===== config.mk =====
export PLATFORM = sky130hd
export DESIGN_NAME = kong_ctrl
export DESIGN_NICKNAME = d
export VERILOG_FILES = /design/src/rtl/kong_pkg.sv /design/src/rtl/kong_ctrl_lfsr16.sv /design/src/rtl/kong_ctrl.sv
export SDC_FILE = /design/constraint.sdc
export NUM_CORES = 1
export LEC_CHECK = 0
export CORE_ASPECT_RATIO = 0.6
export CORE_UTILIZATION = 45
export DETAILED_ROUTE_END_ITERATION = 8
export MAX_ROUTING_LAYER = met4
export PLACE_DENSITY_LB_ADDON = 0.2
export REMOVE_ABC_BUFFERS = 1
export SLEW_MARGIN = 0
export SYNTH_ARGS = -nofsm -noshare
export SYNTH_HDL_FRONTEND = slang
export SYNTH_SLANG_ARGS = --single-unit

===== constraint.sdc =====
create_clock -name clk_i -period 1.91 [get_ports clk_i]
set_input_delay 0.2865 -clock clk_i [delete_from_list [all_inputs] [get_ports clk_i]]
set_output_delay 0.2865 -clock clk_i [all_outputs]
set_load 0.01 [all_outputs]

===== src/rtl/kong_pkg.sv =====
// Shared encodings for the kong controller: top FSM states, animation phases
// and the LFSR seed/taps used by the random source.
`default_nettype none

package kong_pkg;

    typedef enum logic [1:0] {
        ST_IDLE    = 2'b00,
        ST_PLAYING = 2'b01,
        ST_PAUSED  = 2'b10
    } top_state_e;

    typedef enum logic [1:0] {
        AN_NORMAL = 2'b00,
        AN_GET    = 2'b01,
        AN_HOLD   = 2'b10,
        AN_DROP   = 2'b11
    } anim_e;

    localparam logic [15:0] LFSR_SEED = 16'hACE1;
    // Maximal-length Galois taps (x^16+x^14+x^13+x^11+1); nonzero seed never reaches zero.
    localparam logic [15:0] LFSR_TAPS = 16'hB400;

    function automatic logic [15:0] lfsr_next(input logic [15:0] s);
        return {1'b0, s[15:1]} ^ (s[0] ? LFSR_TAPS : 16'h0000);
    endfunction

endpackage

`default_nettype wire


===== src/rtl/kong_ctrl_lfsr16.sv =====
// Free-running 16-bit Galois LFSR; exposes its low OUT_W bits as the random value.
`default_nettype none

module lfsr16
    import kong_pkg::*;
#(
    parameter int OUT_W = 4
) (
    input  logic             clk_i,
    input  logic             rst_ni,
    output logic [OUT_W-1:0] rnd_o
);

    logic [15:0] lfsr_q;
    logic [15:0] lfsr_d;

    assign lfsr_d = lfsr_next(lfsr_q);
    assign rnd_o  = lfsr_q[OUT_W-1:0];

    always_ff @(posedge clk_i or negedge rst_ni) begin
        if (!rst_ni) begin
            lfsr_q <= LFSR_SEED;
        end else begin
            lfsr_q <= lfsr_d;
        end
    end

endmodule

`default_nettype wire


===== src/rtl/kong_ctrl.sv =====
// Donkey-Kong style barrel thrower: top game FSM plus a timed animation
// sequencer that issues barrel drop requests and tracks barrels in flight.
`default_nettype none

module kong_ctrl
    import kong_pkg::*;
#(
    parameter int CNT_W      = 8,
    parameter int NORMAL_LEN = 160,
    parameter int GET_LEN    = 32,
    parameter int HOLD_LEN   = 32,
    parameter int JITTER_W   = 4,
    parameter int MAX_LIVE   = 4,
    parameter int INIT_X     = 127,
    parameter int INIT_Y     = 79,
    localparam int LW        = $clog2(MAX_LIVE + 1)
) (
    input  logic          clk_i,
    input  logic          rst_ni,
    input  logic          start_i,
    input  logic          over_i,
    input  logic          pause_i,
    input  logic          drop_ack_i,
    input  logic          barrel_gone_i,
    output logic          drop_req_o,
    output logic [9:0]    x_o,
    output logic [8:0]    y_o,
    output logic [1:0]    state_o,
    output logic [1:0]    animation_state_o,
    output logic [LW-1:0] live_count_o
);

    localparam int RND_W = (JITTER_W > 0) ? JITTER_W : 1;

    top_state_e       state_q, state_d;
    anim_e            anim_q, anim_d;
    logic [CNT_W-1:0] timer_q, timer_d;
    logic [LW-1:0]    live_q, live_d;
    logic             drop_req_q, drop_req_d;

    logic [RND_W-1:0] rnd;
    logic [CNT_W-1:0] jitter;
    logic [CNT_W-1:0] normal_reload;
    logic             ack_fire;
    logic             gone_fire;

    lfsr16 #(
        .OUT_W (RND_W)
    ) u_lfsr (
        .clk_i  (clk_i),
        .rst_ni (rst_ni),
        .rnd_o  (rnd)
    );

    generate
        if (JITTER_W > 0) begin : g_jitter
            assign jitter = CNT_W'(rnd);
        end else begin : g_no_jitter
            assign jitter = CNT_W'(rnd & 1'b0);
        end
    endgenerate

    assign normal_reload = CNT_W'(NORMAL_LEN - 1) + jitter;

    // drop_req_q is only ever high while PLAYING in DROP, so it gates acks during pause.
    assign ack_fire  = (state_q == ST_PLAYING) && (anim_q == AN_DROP) && drop_req_q && drop_ack_i;
    assign gone_fire = (state_q != ST_IDLE) && barrel_gone_i;

    always_comb begin
        state_d = state_q;
        anim_d  = anim_q;
        timer_d = timer_q;
        live_d  = live_q;

        case (state_q)
            ST_IDLE:    if (start_i) state_d = ST_PLAYING;
            ST_PLAYING: begin
                if (over_i)       state_d = ST_IDLE;
                else if (pause_i) state_d = ST_PAUSED;
            end
            ST_PAUSED: begin
                if (over_i)        state_d = ST_IDLE;
                else if (!pause_i) state_d = ST_PLAYING;
            end
            default:    state_d = ST_IDLE;
        endcase

        if (state_q == ST_IDLE || state_d == ST_IDLE) begin
            anim_d  = AN_NORMAL;
            timer_d = normal_reload;
            live_d  = '0;
        end else begin
            if (state_q == ST_PLAYING) begin
                case (anim_q)
                    AN_NORMAL: begin
                        if (timer_q != '0) begin
                            timer_d = timer_q - CNT_W'(1);
                        end else if (live_q < LW'(MAX_LIVE)) begin
                            anim_d  = AN_GET;
                            timer_d = CNT_W'(GET_LEN - 1);
                        end
                    end
                    AN_GET: begin
                        if (timer_q != '0) begin
                            timer_d = timer_q - CNT_W'(1);
                        end else begin
                            anim_d  = AN_HOLD;
                            timer_d = CNT_W'(HOLD_LEN - 1);
                        end
                    end
                    AN_HOLD: begin
                        if (timer_q != '0) begin
                            timer_d = timer_q - CNT_W'(1);
                        end else begin
                            anim_d  = AN_DROP;
                            timer_d = '0;
                        end
                    end
                    AN_DROP: begin
                        if (ack_fire) begin
                            anim_d  = AN_NORMAL;
                            timer_d = normal_reload;
                        end
                    end
                    default: anim_d = AN_NORMAL;
                endcase
            end

            // A spawn and a departure in the same cycle cancel out.
            if (ack_fire && !gone_fire) begin
                live_d = live_q + LW'(1);
            end else if (gone_fire && !ack_fire && live_q != '0) begin
                live_d = live_q - LW'(1);
            end
        end

        drop_req_d = (state_d == ST_PLAYING) && (anim_d == AN_DROP);
    end

    always_ff @(posedge clk_i or negedge rst_ni) begin
        if (!rst_ni) begin
            state_q    <= ST_IDLE;
            anim_q     <= AN_NORMAL;
            timer_q    <= '0;
            live_q     <= '0;
            drop_req_q <= 1'b0;
        end else begin
            state_q    <= state_d;
            anim_q     <= anim_d;
            timer_q    <= timer_d;
            live_q     <= live_d;
            drop_req_q <= drop_req_d;
        end
    end

    assign drop_req_o        = drop_req_q;
    assign x_o               = 10'(INIT_X);
    assign y_o               = 9'(INIT_Y);
    assign state_o           = state_q;
    assign animation_state_o = anim_q;
    assign live_count_o      = live_q;

endmodule

`default_nettype wire


==> impl_metrics.yaml, run 1 <==
synth:
  synthTopCellsByArea: "dfrtp_1 34%, dfstp_2 12%, buf_4 8.1%"
  ys_async_sr_fraction_pct: 100.0
  yosys_warnings: 0
  yosysUniqueCellTypes: 49
  syn_area_mm2: 0.001759
  yosys.area.top_type: "dfrtp_1"
  ys_ff_latch: 32
  synth_edf_count: 0
  synthFlopType: "dfrtp_1"
  synthCells: 179
  yosys.area.top_type_share_pct: 34.14
  ys_seq_area_share_pct: 46.09
  avgSynthCellArea_um2: 9.828
timing:
  rsz0062_at_grt: "yes"
  hold_viol_final: 0
  slew_violations: 0
  setup_viol: 2
  timing.fmax_mhz: 521.3
  min_period_ns: 1.918
  worst_pin_slew_ns: 0.5416
  timing.hold.ws_ns: 0.3530
  relSlewSlack_pct: 63.51
  post-route-period-util_pct: 100.4
  fin_ws_ns: -0.008203
  fin_skew_ns: 0.003220
routing:
  drc: 0
  drt-total-wl_um: 4047
  first_pass_iters: 4
  first_iter_violations: 132
  wl_per_cell_um: 14.82
  viasPerCell: 5.282
  dr_total_vias: 1442
  antenna_left: 0
critical_path:
  path_class: "register to register"
  crit_slowest_cell: "or4b_4"
  crit_required_ns: 2.07
  crit_chain: "inv_2, ha_4, or4b_4, nor2_4, a21oi_2, a21boi_1, o32a_1"
  timing.rr.end: "timer_q[2]"
  startpoint_type: "register"
  cp.arrival_ns: 2.08
  crit_buf_inv: 1
  crit_path_end_kind: "register"
  cp_max_fo: 4
  slowest_delay_ns: 0.51
  reg2reg_depth: 7
  r2r_start: "timer_q[0]"
  crit_path_start: "timer_q[0]"
  critical-path-top-delay-family: "simple AND/OR/NAND/NOR gates"
  reg2reg_slack_ns: -0.008
pwr:
  p_leak_nw: 1.050
  p_per_area_mw_per_mm2: 746.9
  p_clk_share_pct: 30.6
  swShare_pct: 29.88
  seqPwrFrac_pct: 43.0
  internal-power_mw: 1.206
  p_sw_mw: 0.5138
  vdd_drop_max_uv: 432.0
  power_frac_comb_pct: 26.4
final_layout:
  layout_commonest_cell: "buf_4"
  multi_input_area_um2: 903.4
  fillCellCount: 298
  final_cell_mix: "31 x buf_4, 24 x dfrtp_1, 19 x conb_1"
  seq_area_um2: 810.8
  area_delta_synth_final_pct: 30.87
  fin_cells: 273
  drive_above_1_share_pct: 32.74
  diodes: 0
  nNetsFinal: 236
clocking:
  insertion_delay_ns: 0.28
  htreeDepth: 2
  hold_buffers: 0
  cts.root.buffer_cell: "clkbuf_8"
  cts_tree: "done"
  cts_sinks: 32
  cts.path.max_buffers: 2
  path_clk_slew_ns: 0.07
  cts_buffers: 5
hold_path:
  hold_end: "u_lfsr.lfsr_q[11]"
  min_path_cells: 0
  min_path_type: "register to register"
  min_from: "u_lfsr.lfsr_q[12]"
run_status:
  outcome: "finished with violations"
  violations: "negative setup slack"
grt:
  grt_antenna_before_repair: 0
  grt_pass1_vias: 1310
  grt_max_degree: 33
  grt_pass1_wl_um: 6444
  gr-total-overflow: 0
  grt_usage_pct: 21.84
place:
  gp_congestion: 0.9059
  placed_cells: 262
  numPortBuffers: 14
  hpwl_um: 2862
floorplanning:
  fp.dieH_um: 50.43
  coreArea_mm2: 0.003701
  die-area_mm2: 0.004172
  io_pins: 34
  start_util_pct: 47.53
  num_rows: 17
  die-width_um: 82.72
job:
  cap_violations: 0
[final cells by class]
cell class | count | area share [%]
well taps | 47 | 2.554
clock inverters | 2 | 0.4348
repair buffers | 47 | 17.66
flip-flops and latches | 32 | 35.22
inverters | 8 | 1.304
clock buffers | 6 | 3.587
multi-input cells | 131 | 39.24
[logic make-up after synthesis]
group | after synthesis | share of synthesized area (%)
and+or+nand+nor | 54 | 16.64
AOI/OAI and AO/OA | 47 | 18.21
buffers and inverters | 33 | 11.66
DFF | 32 | 46.09
xor gates and xnor gates | 5 | 2.489
adders and majority gates | 4 | 3.272
other | 2 | 0.4269
muxes | 2 | 1.209
[flip-flops by register name, summed over array words and instances (netlist names)]
signal             flops
u_lfsr.lfsr_q         16
timer_q                8
state_o                2
animation_state_o      2
drop_req_o             1
live_count_o           3
[cell usage after synthesis, drive strengths merged, types with 2 or more instances]
library cell,instances
nor2,12
or3,2
dfrtp,24
o21ai,9
nor4,3
dfstp,8
conb,2
and3,3
buf,22
nor3,10
clkbuf,3
ha,3
nand2,11
nand4,2
a2bb2oi,3
inv,8
a31oi,5
a211oi,2
nand3,4
o21a,5
xor2,4
a21oi,13
[metal layers]
metal | global-route usage, % | vias up | wire length, µm
li1 | - | 690 | -
met1 | 33.10 | 697 | 2143
met2 | 28.55 | 55 | 1675
met3 | 6.364 | 0 | 227
met5 | - | - | 0
met4 | 4.310 | 0 | 0
[power by group through the flow]
stage / combinational, mW / clock (mW) / sequential (mW)
after CTS: 0.412 / 0.543 / 0.734
after global placement: 0.394 / 0 / 0.743
after floorplan: 0.180 / 0 / 0.760
after global routing: 0.490 / 0.581 / 0.743
final: 0.454 / 0.527 / 0.739
after detailed placement: 0.400 / 0 / 0.746
[metrics by stage]
stage          util, %  power, mW  setup TNS (ns)  setup WS (ns)  cell area (µm²)
6_report         62.20      1.720        -0.01105      -0.008203             2302
5_1_grt          62.20      1.814         -0.1190       -0.06493             2302
4_1_cts          59.50      1.689        -0.02943       -0.02943             2202
3_5_place_dp     56.32      1.146         -0.7659        -0.4028             2085
3_3_place_gp     56.32      1.137         -0.5690        -0.2888             2085
2_1_floorplan        -     0.9401        -0.01393       -0.01393             1648
[how the worst max path moves through the flow]
stage	endpoint	slack, ns	depth (start not counted)
floorplan	live_count_o[1]	-0.01	7
global placement	live_count_o[2]	-0.29	8
detailed placement	live_count_o[2]	-0.40	8
CTS	drop_req_o	-0.03	8
global route	timer_q[2]	-0.06	7
finish	timer_q[2]	-0.008	7
[timing repair]
item / 4_1_cts / 5_1_grt
setup buffers: 0 / 3
gates resized for setup: 4 / 19
pin swaps: 3 / 10
cloned: 0 / 0
endpoints found under the setup margin: 4 / 9
(Power assumes the default switching activity.)
==> run 2, diff against run 1 <==
Settings changed: PLACE_DENSITY set to 0.83, PLACE_DENSITY_LB_ADDON 0.2 to unset, REMOVE_ABC_BUFFERS 1 to unset.
==> run 2 against run 1 <==
The flow still finishes with violations (negative setup slack); power up 1.3%; count of clock-buffer cells in the layout up 2; sequential share of layout area down 0.70 points; utilization up 1.4 points; register-to-register slack worse by 0.06 ns; non-clock buffer count up 3; maximum frequency down 3.1%; first-iteration DRC count up 3.8%; die area unchanged; sequential power up 0.8%.
==> impl_metrics.yaml, run 2 (synthesized netlist as in run 1, its figures left out) <==
run_status:
  outcome: "finished with violations"
  violations: "negative setup slack"
final_layout:
  fillCellCount: 286
  nNetsFinal: 239
  largest-register: "u_lfsr.lfsr_q"
  layout_commonest_cell: "buf_4"
  drive_above_1_share_pct: 34.93
  final_cell_mix: "33 x buf_4, 23 x dfrtp_1, 19 x conb_1"
  largest_reg_flops: 16
  diodes: 0
  design_area_mm2: 0.002352
  area_delta_synth_final_pct: 33.71
  final_core_util_pct: 63.56
critical_path:
  startpoint_type: "register"
  reg2reg_slack_ns: -0.07
  cp.arrival_ns: 2.14
  path_class: "register to register"
  crit_required_ns: 2.07
  crit_path_end_kind: "register"
  cp_max_fo: 3
timing:
  timing.fmax_mhz: 505.3
  fin_ws_ns: -0.06891
  hold_viol_final: 0
  fin_skew_ns: 0.005227
  worst_pin_slew_ns: 0.5016
  post-route-period-util_pct: 103.6
  relSlewSlack_pct: 66.21
  timing.hold.ws_ns: 0.3501
  rsz0062_at_grt: "yes"
  setup_viol: 5
  slew_violations: 0
  min_period_ns: 1.979
floorplanning:
  num_rows: 17
  io_pins: 34
  start_util_pct: 47.53
  fp.dieH_um: 50.43
  die-area_mm2: 0.004172
  die-width_um: 82.72
  coreArea_mm2: 0.003701
place:
  gp_congestion: 0.8812
  numPortBuffers: 14
  place_ws_ns: -0.2725
  placed_area_mm2: 0.002082
  hpwl_um: 2757
pwr:
  vdd_drop_max_uv: 557.7
  p_leak_nw: 1.042
  finalPower_mw: 1.742
  p_per_area_mw_per_mm2: 740.5
grt:
  grt_antenna_before_repair: 0
  grt_pass1_wl_um: 6561
  gr-total-overflow: 0
  grt_pass1_vias: 1362
  grt_max_degree: 33
  grt_usage_pct: 22.58
routing:
  drc: 0
  drt-total-wl_um: 4197
  dr_total_vias: 1498
  first_iter_violations: 137
  wl_per_cell_um: 15.21
  first_pass_iters: 4
  viasPerCell: 5.428
  antenna_left: 0
job:
  cap_violations: 0
clocking:
  cts_buffers: 5
  htreeDepth: 2
  cts_sinks: 32
  cts_tree: "done"
  insertion_delay_ns: 0.28
  path_clk_slew_ns: 0.06
  cts.root.buffer_cell: "clkbuf_8"
  cts.path.max_buffers: 2
  hold_buffers: 0
hold_path:
  min_path_type: "register to register"
run 2: stage by stage:
step | setup TNS, ns | cells
floorplan | 0 | 196
global placement | -0.4378 | 261
detailed placement | -0.7154 | 261
CTS | 0 | 272
global route | -0.6006 | 276
finish | -0.1647 | 276
run 2: path summary, 6_finish.rpt:
path,end,cells past startpoint,start
setup / recovery,timer_q[2],7,timer_q[1]
hold / removal,u_lfsr.lfsr_q[5],0,u_lfsr.lfsr_q[6]
setup reg to reg,timer_q[2],7,timer_q[1]
hold reg to reg,u_lfsr.lfsr_q[5],0,u_lfsr.lfsr_q[6]
max in group asynchronous,u_lfsr.lfsr_q[6],2,rst_ni
min in group asynchronous,drop_req_o,2,rst_ni
run 2: area by class of cell:
class / instances / area (µm²) / share of cell area (%)
clock buffers: 8 / 90.09 / 3.830
inverters: 8 / 30.03 / 1.277
multi-input cells: 131 / 930.9 / 39.57
flip-flops and latches: 32 / 812.0 / 34.52
well taps: 47 / 58.81 / 2.500
repair buffers: 50 / 430.4 / 18.30
run 2: routing by layer:
metal / vias up / track usage [%] / part of all wire, %
met3: 8 / 8.000 / 7.6
met2: 66 / 30.33 / 44
met4: 0 / 6.322 / 1.3
li1: 695 / - / -
met5: - / - / 0
met1: 729 / 31.93 / 47
run 2: timing repair:
action / CTS / global route
pin swaps: 6 / 11
buffers inserted: 3 / 4
hold endpoints to repair: 0 / 0
setup endpoints to repair: 5 / 10
resized for setup: 8 / 20
run 2: where the power goes:
part | switching, mW | leakage, nW | total (mW) | internal (mW)
clock network | 0.230 | 0.0455 | 0.524 | 0.293
logic | 0.250 | 0.607 | 0.473 | 0.223
registers | 0.0366 | 0.389 | 0.745 | 0.708
run 2: critical path: stages, from the launching register on:
cell      delay, ns
dfrtp_1        0.39
inv_2          0.09
ha_4           0.15
or4b_4         0.51
nor2_4         0.21
a21oi_4        0.09
a21boi_1       0.15
o32a_1         0.29
==> run 3, diff against run 2 <==
Settings changed: SETUP_SLACK_MARGIN set to 0.02.
==> run 3 against run 2 <==
The flow still finishes with violations (negative setup slack); combinational power is 6.6% lower; critical path depth did not move; sequential power fell by 0.5%; utilization decreased by 1.6 points; critical endpoint unchanged; largest cell class unchanged; highest routed layer unchanged.
==> impl_metrics.yaml, run 3 (synthesized netlist as in run 1, its figures left out) <==
critical_path:
  crit_chain: "inv_2, ha_4, or4b_4, nor2_4, a21oi_2, a21boi_1, o32a_1"
  cp_max_fo: 3
  crit_required_ns: 2.08
  crit_buf_inv: 1
  crit_path_end_kind: "register"
  slowest_delay_ns: 0.50
  cp.arrival_ns: 2.11
  path_class: "register to register"
  reg2reg_slack_ns: -0.03
  crit_slowest_cell: "or4b_4"
  startpoint_type: "register"
  critical-path-top-delay-family: "simple AND/OR/NAND/NOR gates"
clocking:
  path_clk_slew_ns: 0.06
  cts_tree: "done"
  htreeDepth: 2
  hold_buffers: 0
  insertion_delay_ns: 0.29
  cts_buffers: 5
  cts_sinks: 32
  cts.root.buffer_cell: "clkbuf_8"
  cts.path.max_buffers: 2
final_layout:
  final_core_util_pct: 62.00
  area_delta_synth_final_pct: 30.44
  fin_cells: 271
  fillCellCount: 293
  nNetsFinal: 234
  largest_reg_flops: 16
  layout_commonest_cell: "buf_4"
  drive_above_1_share_pct: 31.25
  seq_area_um2: 810.8
  diodes: 0
  largest-register: "u_lfsr.lfsr_q"
  final_cell_mix: "29 x buf_4, 24 x dfrtp_1, 19 x conb_1"
  multi_input_area_um2: 895.9
grt:
  grt_pass1_vias: 1259
  grt_usage_pct: 22.13
  top_usage_layer: "met1"
  gr-total-overflow: 0
  use_met2_pct: 26.64
  grt_max_degree: 33
  grt_use_met1_pct: 33.56
  grt_antenna_before_repair: 0
  grt_pass1_wl_um: 6348
  gr-usage-met3_pct: 7.455
timing:
  slew_violations: 0
  timing.fmax_mhz: 515.6
  rsz0062_at_grt: "yes"
  post-route-period-util_pct: 101.6
  setup_viol: 2
  finalSetupTns_ns: -0.04333
  min_period_ns: 1.940
  fin_ws_ns: -0.02965
  worst_pin_slew_ns: 0.6574
  relSlewSlack_pct: 55.71
  hold_viol_final: 0
  fin_skew_ns: 0.009704
routing:
  drc: 0
  antenna_left: 0
  first_pass_iters: 4
  dr_total_vias: 1483
  viasPerCell: 5.472
  first_iter_violations: 97
  wl_per_cell_um: 15.29
  drt-total-wl_um: 4143
place:
  gp_congestion: 0.8688
  placed_cells: 258
  numPortBuffers: 14
  hpwl_um: 2764
run_status:
  violations: "negative setup slack"
  outcome: "finished with violations"
floorplanning:
  io_pins: 34
  fp.dieH_um: 50.43
  num_rows: 17
  coreArea_mm2: 0.003701
  die-area_mm2: 0.004172
  die-width_um: 82.72
  start_util_pct: 47.53
hold_path:
  min_path_type: "register to register"
pwr:
  p_leak_nw: 1.021
  vdd_drop_max_uv: 402.0
  p_per_area_mw_per_mm2: 796.3
job:
  cap_violations: 0
run 3: what timing repair did:
item                                    in CTS  in global routing
pin swaps                                    4                 11
resized for setup                            7                 15
endpoints found under the setup margin       6                 12
buffers inserted                             3                  2
run 3: path summary, 6_finish.rpt:
kind | start | to | depth (start not counted)
hold / removal | u_lfsr.lfsr_q[9] | u_lfsr.lfsr_q[8] | 0
hold reg to reg | u_lfsr.lfsr_q[9] | u_lfsr.lfsr_q[8] | 0
setup reg to reg | timer_q[0] | timer_q[2] | 7
min in group asynchronous | rst_ni | timer_q[4] | 2
max in group asynchronous | rst_ni | u_lfsr.lfsr_q[11] | 2
setup / recovery | timer_q[0] | timer_q[2] | 7
run 3: metrics by stage:
stage                     power (mW)  worst slack [ns]  hold slack, ns  instance area (µm²)
after floorplan               0.9878           0.01838       -0.009091                 1836
after global placement         1.121           -0.1528          0.3338                 2066
after detailed placement       1.132           -0.2415          0.3364                 2066
after CTS                      1.797           0.02114          0.3509                 2220
after global routing           1.903          -0.09175          0.3594                 2295
final                          1.827          -0.02965          0.3487                 2295
run 3: cell type report:
type                    count  area share (%)
clock buffers               6           3.162
clock inverters             2           1.527
inverters                   8           1.309
multi-input cells         131           39.04
flip-flops and latches     32           35.33
well taps                  47           2.563
repair buffers             45           17.07
run 3: routing by layer:
layer	routed length (µm)	share of wire, %
met3	314	7.6
met2	1728	42
met4	87	2.1
met1	2013	49
met5	0	0
run 3: report_power, final:
group	internal, mW	total [mW]	switching (mW)	leakage [nW]
Clock	0.387	0.645	0.258	0.0552
Sequential	0.707	0.741	0.0338	0.390
Combinational	0.202	0.442	0.239	0.576
Total	1.30	1.83	0.531	1.02
